--- src/rtl/gelu_row_driver.sv ---
// gelu_row_driver
// Sequencer that moves one row of Q6.10 samples from a source buffer through
// the LUT-based GELU activation unit and into a destination buffer.
//
// Ports
//   clk, rst_n                      clock, asynchronous active-low reset
//   start                           begin one row (accepted only when idle)
//   src_rd_en/addr, src_rd_data     source buffer read port (data sampled one
//                                   clock edge after the read strobe)
//   act_valid, act_x                samples towards the activation unit
//   act_valid_out, act_y, act_oor   results from the activation unit
//   dst_wr_en/addr/data             destination buffer write port
//   busy, done, error, oor_count    status towards the FFN controller
module gelu_row_driver #(
  parameter int DATA_WIDTH = 16,
  parameter int ROW_LEN    = 64,
  parameter int ADDR_WIDTH = 6,
  parameter int TIMEOUT    = 16
) (
  input  logic                  clk,
  input  logic                  rst_n,
  input  logic                  start,
  output logic                  src_rd_en,
  output logic [ADDR_WIDTH-1:0] src_rd_addr,
  input  logic [DATA_WIDTH-1:0] src_rd_data,
  output logic                  act_valid,
  output logic [DATA_WIDTH-1:0] act_x,
  input  logic                  act_valid_out,
  input  logic [DATA_WIDTH-1:0] act_y,
  input  logic                  act_oor,
  output logic                  dst_wr_en,
  output logic [ADDR_WIDTH-1:0] dst_wr_addr,
  output logic [DATA_WIDTH-1:0] dst_wr_data,
  output logic                  busy,
  output logic                  done,
  output logic                  error,
  output logic [ADDR_WIDTH:0]   oor_count
);

  localparam int CW = ADDR_WIDTH + 1;
  localparam int IW = $clog2(TIMEOUT + 1);

  localparam logic [CW-1:0] ROW_LEN_C = CW'(ROW_LEN);
  localparam logic [CW-1:0] LAST_C    = CW'(ROW_LEN - 1);
  localparam logic [CW-1:0] CNT_ONE   = CW'(1);
  localparam logic [IW-1:0] TIMEOUT_C = IW'(TIMEOUT);
  localparam logic [IW-1:0] IDLE_ONE  = IW'(1);

  typedef enum logic [1:0] {
    S_IDLE  = 2'd0,
    S_ISSUE = 2'd1,
    S_DRAIN = 2'd2,
    S_DONE  = 2'd3
  } state_e;

  state_e                  state_q, state_d;
  logic [CW-1:0]           rd_cnt_q, rd_cnt_d;
  logic [CW-1:0]           wr_cnt_q, wr_cnt_d;
  logic [IW-1:0]           idle_q, idle_d;
  logic [CW-1:0]           oor_q, oor_d;
  logic                    err_q, err_d;
  logic                    rd_en_q, rd_en_d;
  logic [ADDR_WIDTH-1:0]   rd_addr_q, rd_addr_d;
  logic                    act_valid_q, act_valid_d;
  logic [DATA_WIDTH-1:0]   act_x_q, act_x_d;
  logic                    wr_en_q, wr_en_d;
  logic [ADDR_WIDTH-1:0]   wr_addr_q, wr_addr_d;
  logic [DATA_WIDTH-1:0]   wr_data_q, wr_data_d;
  logic                    busy_q, busy_d;
  logic                    done_q, done_d;
  logic                    result_ok_s;

  // A result is only written while a row is active and still has room.
  assign result_ok_s = act_valid_out
                     && ((state_q == S_ISSUE) || (state_q == S_DRAIN))
                     && (wr_cnt_q < ROW_LEN_C);

  // Next-state computation for the FSM, issue path and collect path.
  always_comb begin
    state_d     = state_q;
    rd_cnt_d    = rd_cnt_q;
    wr_cnt_d    = wr_cnt_q;
    idle_d      = idle_q;
    oor_d       = oor_q;
    err_d       = err_q;
    rd_en_d     = 1'b0;
    rd_addr_d   = rd_addr_q;
    // Source data is sampled on the edge after the read strobe, so the
    // sample and its valid flag leave together one cycle after src_rd_en.
    act_valid_d = rd_en_q;
    act_x_d     = rd_en_q ? src_rd_data : act_x_q;
    wr_en_d     = 1'b0;
    wr_addr_d   = wr_addr_q;
    wr_data_d   = wr_data_q;
    done_d      = 1'b0;

    case (state_q)
      S_IDLE: begin
        if (start) begin
          // Address 0 goes out on the acceptance edge itself.
          state_d   = (ROW_LEN == 1) ? S_DRAIN : S_ISSUE;
          rd_en_d   = 1'b1;
          rd_addr_d = '0;
          rd_cnt_d  = CNT_ONE;
          wr_cnt_d  = '0;
          oor_d     = '0;
          err_d     = 1'b0;
          idle_d    = '0;
        end else begin
          state_d = S_IDLE;
        end
      end
      S_ISSUE: begin
        rd_en_d   = 1'b1;
        rd_addr_d = rd_cnt_q[ADDR_WIDTH-1:0];
        rd_cnt_d  = rd_cnt_q + CNT_ONE;
        idle_d    = '0;
        if (rd_cnt_q == LAST_C) begin
          state_d = S_DRAIN;
        end else begin
          state_d = S_ISSUE;
        end
      end
      S_DRAIN: begin
        if (wr_cnt_q == ROW_LEN_C) begin
          state_d = S_DONE;
          done_d  = 1'b1;
        end else if (act_valid_out) begin
          idle_d = '0;
        end else begin
          idle_d = idle_q + IDLE_ONE;
          // Unit stopped answering: abort, keeping whatever was written.
          if (idle_d == TIMEOUT_C) begin
            err_d   = 1'b1;
            state_d = S_DONE;
            done_d  = 1'b1;
          end else begin
            state_d = S_DRAIN;
          end
        end
      end
      S_DONE: begin
        state_d = S_IDLE;
      end
      default: begin
        state_d = S_IDLE;
      end
    endcase

    // Collect path: counts actual results, so any unit latency works.
    if (result_ok_s) begin
      wr_en_d   = 1'b1;
      wr_addr_d = wr_cnt_q[ADDR_WIDTH-1:0];
      wr_data_d = act_y;
      wr_cnt_d  = wr_cnt_q + CNT_ONE;
      if (act_oor) begin
        oor_d = oor_q + CNT_ONE;
      end else begin
        oor_d = oor_q;
      end
    end else begin
      wr_en_d = 1'b0;
    end
    // Results nobody asked for (idle, done, or past the row end) are dropped.
    err_d = err_d | (act_valid_out & ~result_ok_s);

    busy_d = (state_d != S_IDLE);
  end

  // State and registered outputs.
  always_ff @(posedge clk or negedge rst_n) begin
    if (!rst_n) begin
      state_q     <= S_IDLE;
      rd_cnt_q    <= '0;
      wr_cnt_q    <= '0;
      idle_q      <= '0;
      oor_q       <= '0;
      err_q       <= 1'b0;
      rd_en_q     <= 1'b0;
      rd_addr_q   <= '0;
      act_valid_q <= 1'b0;
      act_x_q     <= '0;
      wr_en_q     <= 1'b0;
      wr_addr_q   <= '0;
      wr_data_q   <= '0;
      busy_q      <= 1'b0;
      done_q      <= 1'b0;
    end else begin
      state_q     <= state_d;
      rd_cnt_q    <= rd_cnt_d;
      wr_cnt_q    <= wr_cnt_d;
      idle_q      <= idle_d;
      oor_q       <= oor_d;
      err_q       <= err_d;
      rd_en_q     <= rd_en_d;
      rd_addr_q   <= rd_addr_d;
      act_valid_q <= act_valid_d;
      act_x_q     <= act_x_d;
      wr_en_q     <= wr_en_d;
      wr_addr_q   <= wr_addr_d;
      wr_data_q   <= wr_data_d;
      busy_q      <= busy_d;
      done_q      <= done_d;
    end
  end

  assign src_rd_en   = rd_en_q;
  assign src_rd_addr = rd_addr_q;
  assign act_valid   = act_valid_q;
  assign act_x       = act_x_q;
  assign dst_wr_en   = wr_en_q;
  assign dst_wr_addr = wr_addr_q;
  assign dst_wr_data = wr_data_q;
  assign busy        = busy_q;
  assign done        = done_q;
  assign error       = err_q;
  assign oor_count   = oor_q;

endmodule
--- config.mk ---
export PLATFORM = sky130hd
export DESIGN_NAME = gelu_row_driver
export DESIGN_NICKNAME = d
export VERILOG_FILES = /design/src/rtl/gelu_row_driver.sv
export SDC_FILE = /design/constraint.sdc
export NUM_CORES = 1
export LEC_CHECK = 0
export CAP_MARGIN = 20
export CORE_ASPECT_RATIO = 0.7
export CORE_MARGIN = 2
export CORE_UTILIZATION = 50
export CTS_BUF_LIST = sky130_fd_sc_hd__clkbuf_8 sky130_fd_sc_hd__clkbuf_16
export CTS_CLUSTER_DIAMETER = 30
export CTS_CLUSTER_SIZE = 12
export DETAILED_ROUTE_END_ITERATION = 8
export GPL_TIMING_DRIVEN = 1
export PLACE_DENSITY = 0.85
export SYNTH_ARGS = -nofsm -noshare
export SYNTH_HDL_FRONTEND = slang
export SYNTH_SLANG_ARGS = --single-unit
--- constraint.sdc ---
create_clock -name clk -period 3.6 [get_ports clk]
set_clock_uncertainty 0.15 [all_clocks]
set_input_delay 0.54 -clock clk [delete_from_list [all_inputs] [get_ports clk]]
set_output_delay 0.54 -clock clk [all_outputs]
set_load 0.02 [all_outputs]
==> metrics.txt <==
buffers and inverters on the worst path 1; DP HPWL 5595 um; non-filler cells, final 539; ys async rst share 100.0%; synthesized flop and latch total 78; mean post-synth cell area 10.15 um2; reg2reg end oor_count[5]$_DFFE_PN0P_; pin count of the biggest net entering global routing 79; worst stage delay on the critical path 0.87 ns; CTS max path bufs 2; first-pass GRT wire length 13090 um; Finish-stage setup viols 0; PwrDens 449.3 nW/um2; CP Launch Type primary input; arrival time worst endpoint 2.42 ns; FMAX 0.4365 GHz; CORE AREA 6819 um2; Crit-path slowest cell clkdlybuf4s50_1; post-layout min period 2.291 ns; WP data required 3.72 ns; antenna fix cells 0; CTS clk-pin slew, worst paths 0.09 ns; DRC 0; cell taking the most area after synthesis dfrtp_1; final setup TNS 0 ns; Slew HR 36.15%; # rows 25; vias 2829; gpl congestion 0.8731; final WL 8052 um; placed cells 523; Synth top area share 55.10%; vias in the first global route 2722; delay-heaviest family, CP buffers and inverters; Post-synth EDFFs 0; antenna violation net count after detailed routing 0; total of max-cap violations 0; Post-CTS Setup Inserts 0; FF-to-FF setup slack 1.32 ns; Synth cell types 44; VDD IR max 0.3411 mV; vias per cell 5.249; kind of critical path in -> reg; crit-path max FO 15; most numerous cell in the Yosys netlist nand2_1; CTS resizes 0; Worst Max-Slew Pin Slew 0.9577 ns; Commonest cells post-synth 86 x nand2_1, 78 x dfrtp_1, 23 x o21ai_0, 22 x nand3_1, 17 x mux2_2; worst path cell trace clkdlybuf4s50_1 -> nor2b_4 -> a311o_2 -> or2_0 -> o21ai_1; first-pass iteration count of the detailed router 5; top area cells in the synthesized netlist dfrtp_1 55%, nand2_1 9.1%, mux2_2 5.4%, o21ai_0 3.2%, ha_1 3.2%; CP Capture Type flip-flop; post-synth net total 395; P_leak 2.119 nW; TritonCTS clock tree yes; period utilization 63.64%; area grow syn2layout 33.59%; htree depth 3; Post-CTS Hold Buffers 0; RSZ-0062 raised after global routing no; fraction of layout cells with a size suffix above 1 10.11%; GRT overflow 0; Starting Density 51.94%; Die H 74.42 um; number of CTS-inserted buffers 9; RR Startpoint state_q[0]$_DFF_PN0_; Post-Syn Area 3542 um2; Final Hold Fails 0; fin. max-slew vios 0; Hold WC Path Type in -> async; Total GRT Usage 21.32%; Die W 104.6 um; die area 7784 um2; DR iter-0 viols 161; initial antenna violation count 0; routed len/inst 14.94 um; Reg2Reg Depth 8; nets@finish 486; clk root buf clkbuf_8; IO Count 94; yosys warns 0; status finished, final reports clean; Cells after Synth 349; ys flop type dfrtp_1; register area share after synthesis 55.10%; Port Buffers 93; Clk Latency, worst-skew pair 0.35 ns; CTS Sinks 78
[state kept, by name, summed over array words and instances (netlist names)]
signal / flops
rd_cnt_q: 7
dst_wr_addr: 6
dst_wr_data: 16
busy: 1
idle_q: 5
act_x: 16
act_valid: 1
error: 1
state_q: 2
wr_cnt_q: 7
oor_count: 7
src_rd_en: 1
done: 1
dst_wr_en: 1
src_rd_addr: 6
[worst max-delay path by stage]
stage	end	startpoint	cells past startpoint	slack, ns
CTS	oor_count[5]$_DFFE_PN0P_	state_q[0]$_DFF_PN0_	8	1.30
floorplan	idle_q[2]$_DFFE_PN0P_	state_q[0]$_DFF_PN0_	7	1.77
global route	oor_count[5]$_DFFE_PN0P_	state_q[0]$_DFF_PN0_	8	1.15
detailed placement	idle_q[2]$_DFFE_PN0P_	start	5	0.96
finish	idle_q[2]$_DFFE_PN0P_	start	5	1.31
global placement	idle_q[2]$_DFFE_PN0P_	start	5	1.04
[layout by cell type (no fill, tap or decap), types with 2 or more instances in the layout]
cell type,synthesis,final
clkdlybuf4s50_1,0,92
nand2_1,86,86
dfrtp_1,78,78
o21ai_0,23,23
nand3_1,22,22
mux2_2,17,17
nor2_1,15,15
a21oi_1,11,11
clkbuf_8,0,10
mux2i_1,9,9
ha_1,9,9
inv_1,8,8
a32oi_1,7,7
nand2b_1,5,5
buf_4,0,5
a221o_1,4,4
o21ai_1,4,4
xnor2_1,4,4
nor3_1,3,3
and3_1,2,2
nand4_1,2,2
xor2_1,2,2
inv_6,0,2
clkinvlp_4,0,2
[final cells by class]
| cell class | count | area [um2] |
|---|---|---|
| clock buffer | 10 | 137.6 |
| clock inverter | 6 | 52.55 |
| fill | 514 | 2087 |
| inverter | 9 | 33.78 |
| multi-input combinational | 245 | 1480 |
| sequential | 78 | 1952 |
| tap | 94 | 117.6 |
| timing repair buffer | 97 | 958.4 |
[stage by stage]
stage / util (%) / total power [mW] / area (um2) / hold WS [ns] / setup WS [ns]
6_report: 69.39 / 2.126 / 4732 / 0.1675 / 1.309
5_1_grt: 69.39 / 2.228 / 4732 / 0.2456 / 1.151
4_1_cts: 69.39 / 2.144 / 4732 / 0.2173 / 1.300
3_5_place_dp: 66.61 / 1.515 / 4542 / 0.3123 / 0.9645
3_3_place_gp: 66.61 / 1.498 / 4542 / 0.3075 / 1.036
2_1_floorplan: - / 1.265 / 3542 / 0.09441 / 1.769
[kinds of logic (layout without fill, tap and decap cells)]
kind of cell    after synthesis  count (layout)  synth area share [%]
flops                        78              78                 55.10
simple gates                146             146                 18.79
compound gates               58              58                 10.39
buf+inv                      26             122                 3.108
fa+ha+maj                     9               9                 3.179
mux                          26              26                 7.948
xor+xnor                      6               6                 1.484
[per-layer routing]
metal	wire length, um	GRT usage (%)	vias up
met1	3576	26.80	1351
li1	-	-	1379
met4	85	6.815	0
met5	0	0	-
met3	504	6.924	12
met2	3886	35.95	87
[power breakdown]
part | total [mW] | switching (mW) | internal, mW
clock network | 0.624 | 0.344 | 0.280
logic | 0.441 | 0.230 | 0.212
registers | 1.06 | 0.0947 | 0.966
total | 2.13 | 0.669 | 1.46
Note: power is estimated with default switching activity, not from simulation.
==> RTL change 1 (same flow settings) <==
Re-encode `state_e` (4 states) as one-hot, 4 bits wide.
--- a/src/rtl/gelu_row_driver.sv
+++ b/src/rtl/gelu_row_driver.sv
@@ -46,11 +46,11 @@
   localparam logic [IW-1:0] TIMEOUT_C = IW'(TIMEOUT);
   localparam logic [IW-1:0] IDLE_ONE  = IW'(1);
 
-  typedef enum logic [1:0] {
-    S_IDLE  = 2'd0,
-    S_ISSUE = 2'd1,
-    S_DRAIN = 2'd2,
-    S_DONE  = 2'd3
+  typedef enum logic [3:0] {
+    S_IDLE  = 4'b0001,
+    S_ISSUE = 4'b0010,
+    S_DRAIN = 4'b0100,
+    S_DONE  = 4'b1000
   } state_e;
 
   state_e                  state_q, state_d;
Behaviour: same outputs for any inputs over 10 cycles, from zero or initial values and one cycle with rst_n low; not proved beyond that.
==> RTL change 1 against the original RTL <==
Synthesized cell count is 5.2% lower. Cell area shrank 1.3%. Area after synthesis fell by 2.2%. Die area is 2.1% lower. Routed wire length shrank 5.3%. Worst setup slack lost 260 ps. Sequential share of layout area up 1.7 points. Sequential cell count grew 2. Highest routed layer unchanged.
Power is not compared: it rests on default switching activity, and its combinational part moved more than twofold at a synthesized area within 25%.
==> RTL change 1: results (changes against the original RTL) <==
<table>
<tr><th>Metric</th><th>Value</th></tr>
<tr><th colspan="2">Drt</th></tr>
<tr><td>First-pass iteration count of the detailed router</td><td>4 (-1)</td></tr>
<tr><td>Average vias per placed instance</td><td>5.22 (-0.56%)</td></tr>
<tr><td>Final wirelength</td><td>7.63 mm (-5.3%)</td></tr>
<tr><th colspan="2">Synth</th></tr>
<tr><td>Net count of the mapped netlist</td><td>373 (-5.6%)</td></tr>
<tr><td>Sequential cell area fraction in the yosys report</td><td>57.8% (+2.7 points)</td></tr>
<tr><td>Post-synth top cells</td><td>sky130_fd_sc_hd__nand2_1 (95), sky130_fd_sc_hd__dfrtp_1 (79), sky130_fd_sc_hd__nand3_1 (22), sky130_fd_sc_hd__mux2_2 (18), sky130_fd_sc_hd__o21ai_0 (16)</td></tr>
<tr><td>Distinct cell type count of the synthesized netlist</td><td>43 (-2.3%)</td></tr>
<tr><td>Top cells by area in the synthesized netlist</td><td>sky130_fd_sc_hd__dfrtp_1 (57%), sky130_fd_sc_hd__nand2_1 (10%), sky130_fd_sc_hd__mux2_2 (5.8%), sky130_fd_sc_hd__nand3_1 (3.2%), sky130_fd_sc_hd__o21ai_0 (2.3%)</td></tr>
<tr><td>Average size of a mapped cell</td><td>10.5 um2 (+3.2%)</td></tr>
<tr><th colspan="2">Setup path</th></tr>
<tr><td>Slowest Stage Delay on Critical Path</td><td>790 ps (-80 ps)</td></tr>
<tr><td>Cell with the biggest individual delay on the critical path</td><td>sky130_fd_sc_hd__dfrtp_1</td></tr>
<tr><td>Largest delay share family, worst path</td><td>flip-flops</td></tr>
<tr><td>Worst Reg2Reg Path Length in Cells</td><td>6 (-2)</td></tr>
<tr><td>R2R Path Start</td><td>state_q[1]$_DFF_PN0_</td></tr>
<tr><td>Arrival time reported for the critical path endpoint</td><td>1860 ps (-560 ps)</td></tr>
<tr><th colspan="2">Cells and area</th></tr>
<tr><td>Final layout net count</td><td>463 (-4.7%)</td></tr>
<tr><td>Fraction of layout instances using a drive strength above 1</td><td>9.86% (-0.25 points)</td></tr>
<tr><td>Post-layout instance count excluding filler cells</td><td>520 (-3.5%)</td></tr>
<tr><th colspan="2">Timing</th></tr>
<tr><td>Slew at the pin closest to its max-slew limit</td><td>986 ps (+27.9 ps)</td></tr>
<tr><th colspan="2">Placement</th></tr>
<tr><td>Placement Cell Area</td><td>4450 um2 (-2.0%)</td></tr>
<tr><td>Cells after DPL</td><td>504 (-3.6%)</td></tr>
<tr><th colspan="2">Global routing</th></tr>
<tr><td>First-pass GRT wire length</td><td>12.7 mm (-2.8%)</td></tr>
<tr><td>Global Route Usage Sum</td><td>21.4% (+0.10 points)</td></tr>
<tr><td>Via count of the first global-routing pass</td><td>2576 (-5.4%)</td></tr>
<tr><th colspan="2">Status</th></tr>
<tr><td>Result of the run</td><td>completed</td></tr>
</table>
## RTL change 1: changes by cell type in the layout (fill, tap and decap cells not counted), moves of 5 or more
cell / before / now
sky130_fd_sc_hd__o21ai_0: 23 / 16
sky130_fd_sc_hd__or3_1: 0 / 5
sky130_fd_sc_hd__nand2b_1: 5 / 0
sky130_fd_sc_hd__o31ai_1: 1 / 6
sky130_fd_sc_hd__nand2_1: 86 / 95
sky130_fd_sc_hd__nor2_1: 15 / 9
sky130_fd_sc_hd__mux2i_1: 9 / 4
sky130_fd_sc_hd__a32oi_1: 7 / 0
## RTL change 1: layer usage
layer / vias up / routed length (um) / GRT usage, %
met5: - / 0 / 0
met4: 0 / 95 / 6.01
met2: 90 / 3580 / 34.3
li1: 1319 / - / -
met3: 11 / 474 / 8.34
met1: 1294 / 3470 / 27.8
## RTL change 1: where the power goes
part           leakage (uW)  switching [uW]  internal, uW
logic              0.000925             683           663
registers           0.00104             215          1170
clock network      0.000107             323           391
total               0.00207            1220          2230
## RTL change 1: worst paths after layout
check                                              to  slack (ps)
max in group asynchronous       idle_q[0]$_DFFE_PN0P_        2460
min reg2reg                dst_wr_data[8]$_DFFE_PN0P_         330
max reg2reg                  oor_count[2]$_DFFE_PN0P_        1490
min                               act_valid$_DFF_PN0_         190
min in group clk           dst_wr_data[8]$_DFFE_PN0P_         330
max                                         src_rd_en        1050
## RTL change 1: area by class of cell
cell class | count | area, um2 | area share, %
Clock buffer | 9 | 124 | 2.65
Clock inverter | 7 | 96.3 | 2.06
Inverter | 6 | 22.5 | 0.482
Multi-Input combinational cell | 229 | 1360 | 29.2
Sequential cell | 80 | 2000 | 42.9
Tap cell | 94 | 118 | 2.52
Timing Repair Buffer | 95 | 943 | 20.2
## RTL change 1: through the flow
stage	setup slack, ps	util, %
floorplan	1770	-
global placement	1070	66.2
detailed placement	1020	66.2
CTS	1030	69.4
global route	944	69.4
finish	1050	69.4
## RTL change 1: kinds of logic (layout without fill, tap and decap cells)
kind of cell / after synthesis / after routing / synth area share, %
XOR/XNOR: 4 / 4 / 1.55
buffers and inverters: 22 / 117 / 2.89
AND/OR/NAND/NOR: 154 / 154 / 21.0
AO/OA/AOI/OAI: 44 / 44 / 7.98
multiplexers: 22 / 22 / 7.00
flip-flops: 80 / 80 / 57.8
adder cells (fa/ha/maj): 5 / 5 / 1.81
==> RTL change 2 (same flow settings) <==
Made on the original files. Change the parameter `TIMEOUT` from 16 to 8.
--- a/src/rtl/gelu_row_driver.sv
+++ b/src/rtl/gelu_row_driver.sv
@@ -15,7 +15,7 @@
   parameter int DATA_WIDTH = 16,
   parameter int ROW_LEN    = 64,
   parameter int ADDR_WIDTH = 6,
-  parameter int TIMEOUT    = 16
+  parameter int TIMEOUT    = 8
 ) (
   input  logic                  clk,
   input  logic                  rst_n,
Behaviour: no difference found for any inputs over 10 cycles, from zero or initial values and one cycle with rst_n low; that may be too few to reach the edited logic, so the function may still have changed.
==> RTL change 2 against the original RTL <==
Critical path depth is 4 lower. Area after synthesis fell by 2.5%. Worst setup slack worse by 290 ps. Sequential cell count down 1. Via count decreased by 0.99%. Utilization about the same. Power up 1.4%. Cell area fell by 1.3%. First-iteration DRC count shrank 1.2%. Combinational power decreased by 5.7%. Routed wire length is 3.2% lower. Critical endpoint is now src_rd_en. Highest routed layer unchanged.
==> RTL change 2: results (changes against the original RTL) <==
<table>
<tr><th>Metric</th><th>Value</th></tr>
<tr><th colspan="2">Status</th></tr>
<tr><td>Result of the run</td><td>completed</td></tr>
<tr><th colspan="2">Drt</th></tr>
<tr><td>Detailed Route Iter0 Violations</td><td>159 (-1.2%)</td></tr>
<tr><td>Final wirelength</td><td>7.80 mm (-3.2%)</td></tr>
<tr><th colspan="2">Global routing</th></tr>
<tr><td>Largest net degree at the start of global routing</td><td>78 (-1.3%)</td></tr>
<tr><td>Met3 track utilization from global routing</td><td>6.37% (-0.55 points)</td></tr>
<tr><td>Global Route Usage Sum</td><td>21.8% (+0.51 points)</td></tr>
<tr><td>Global routing met2 resource utilization</td><td>34.9% (-1.0 points)</td></tr>
<tr><td>GR Util met1</td><td>28.9% (+2.1 points)</td></tr>
<tr><th colspan="2">Setup path</th></tr>
<tr><td>Arrival time reported for the critical path endpoint</td><td>1890 ps (-530 ps)</td></tr>
<tr><td>Crit-path max FO</td><td>18 (+3)</td></tr>
<tr><td>Largest delay share family, worst path</td><td>flip-flops</td></tr>
<tr><td>Setup slack, reg-to-reg</td><td>1190 ps (-130 ps)</td></tr>
<tr><td>Source of the critical timing path</td><td>src_rd_en$_DFF_PN0_</td></tr>
<tr><td>Reg2Reg Capture Point</td><td>oor_count[1]$_DFFE_PN0P_</td></tr>
<tr><th colspan="2">Cells and area</th></tr>
<tr><td>Fraction of layout instances using a drive strength above 1</td><td>9.01% (-1.1 points)</td></tr>
<tr><td># fillers</td><td>511 (-0.58%)</td></tr>
<tr><td>Post-layout instance count excluding filler cells</td><td>527 (-2.2%)</td></tr>
<tr><th colspan="2">Timing</th></tr>
<tr><td>WHS</td><td>174 ps (+6.25 ps)</td></tr>
<tr><td>Slew at the pin closest to its max-slew limit</td><td>935 ps (-22.4 ps)</td></tr>
<tr><th colspan="2">Power</th></tr>
<tr><td>Leakage</td><td>0.00210 uW (-1.1%)</td></tr>
<tr><th colspan="2">Placement</th></tr>
<tr><td>Placement Cell Area</td><td>4450 um2 (-1.9%)</td></tr>
<tr><td>Cells after DPL</td><td>511 (-2.3%)</td></tr>
<tr><th colspan="2">Synth</th></tr>
<tr><td>Top cells by area in the synthesized netlist</td><td>sky130_fd_sc_hd__dfrtp_1 (56%), sky130_fd_sc_hd__nand2_1 (8.7%), sky130_fd_sc_hd__mux2_2 (5.5%), sky130_fd_sc_hd__o21ai_0 (4.8%), sky130_fd_sc_hd__ha_1 (3.3%)</td></tr>
<tr><td>Net count of the mapped netlist</td><td>382 (-3.3%)</td></tr>
<tr><td>Post-synth top cells</td><td>sky130_fd_sc_hd__nand2_1 (80), sky130_fd_sc_hd__dfrtp_1 (77), sky130_fd_sc_hd__o21ai_0 (33), sky130_fd_sc_hd__mux2_2 (17), sky130_fd_sc_hd__nand3_1 (14)</td></tr>
<tr><td>Sequential cell area fraction in the yosys report</td><td>55.8% (+0.71 points)</td></tr>
</table>
## RTL change 2: how the worst max path moves through the flow
stage	end	cells past startpoint
2_1_floorplan	wr_cnt_q[4]$_DFFE_PN0P_	8
3_3_place_gp	oor_count[1]$_DFFE_PN0P_	7
3_5_place_dp	oor_count[1]$_DFFE_PN0P_	7
5_1_grt	src_rd_en	1
6_report	src_rd_en	1
4_1_cts	src_rd_en	1
## RTL change 2: layout make-up
class / count / area share, %
clock buffer: 9 / 2.65
sequential: 77 / 41.3
timing repair buffer: 97 / 20.5
multi-input combinational: 232 / 30.2
clock inverter: 7 / 1.93
tap: 94 / 2.52
inverter: 11 / 0.884
## RTL change 2: cells by family (layout without fill, tap and decap cells)
family,count (synthesis),count (layout),synth area share [%]
multiplexers,25,25,7.87
adder cells (fa/ha/maj),9,9,3.26
AO/OA/AOI/OAI,60,60,10.9
XOR/XNOR,5,5,1.27
AND/OR/NAND/NOR,133,133,17.6
buffers and inverters,27,124,3.33
flip-flops,77,77,55.8
## RTL change 2: layer usage
layer / part of all wire [%] / routed length (um) / up-vias
met2: 47 / 3670 / 92
li1: - / - / 1351
met1: 45 / 3540 / 1348
met4: 1.3 / 98 / 0
met3: 6.2 / 485 / 10
met5: 0 / 0 / -
## RTL change 2: power groups by stage
stage / Combinational (uW) / Clock, uW / Sequential (uW)
final: 416 / 699 / 1040
after global routing: 455 / 750 / 1060
after CTS: 421 / 717 / 1040
after detailed placement: 421 / 0 / 1050
after global placement: 409 / 0 / 1050
after floorplan: 111 / 0 / 1120
## RTL change 2: through the flow
stage | worst slack (ps) | utilization, % | power, uW
after floorplan | 1860 | - | 1230
after global placement | 997 | 66.2 | 1460
after detailed placement | 889 | 66.2 | 1470
after CTS | 1010 | 69.4 | 2180
after global routing | 938 | 69.4 | 2260
final | 1020 | 69.4 | 2160
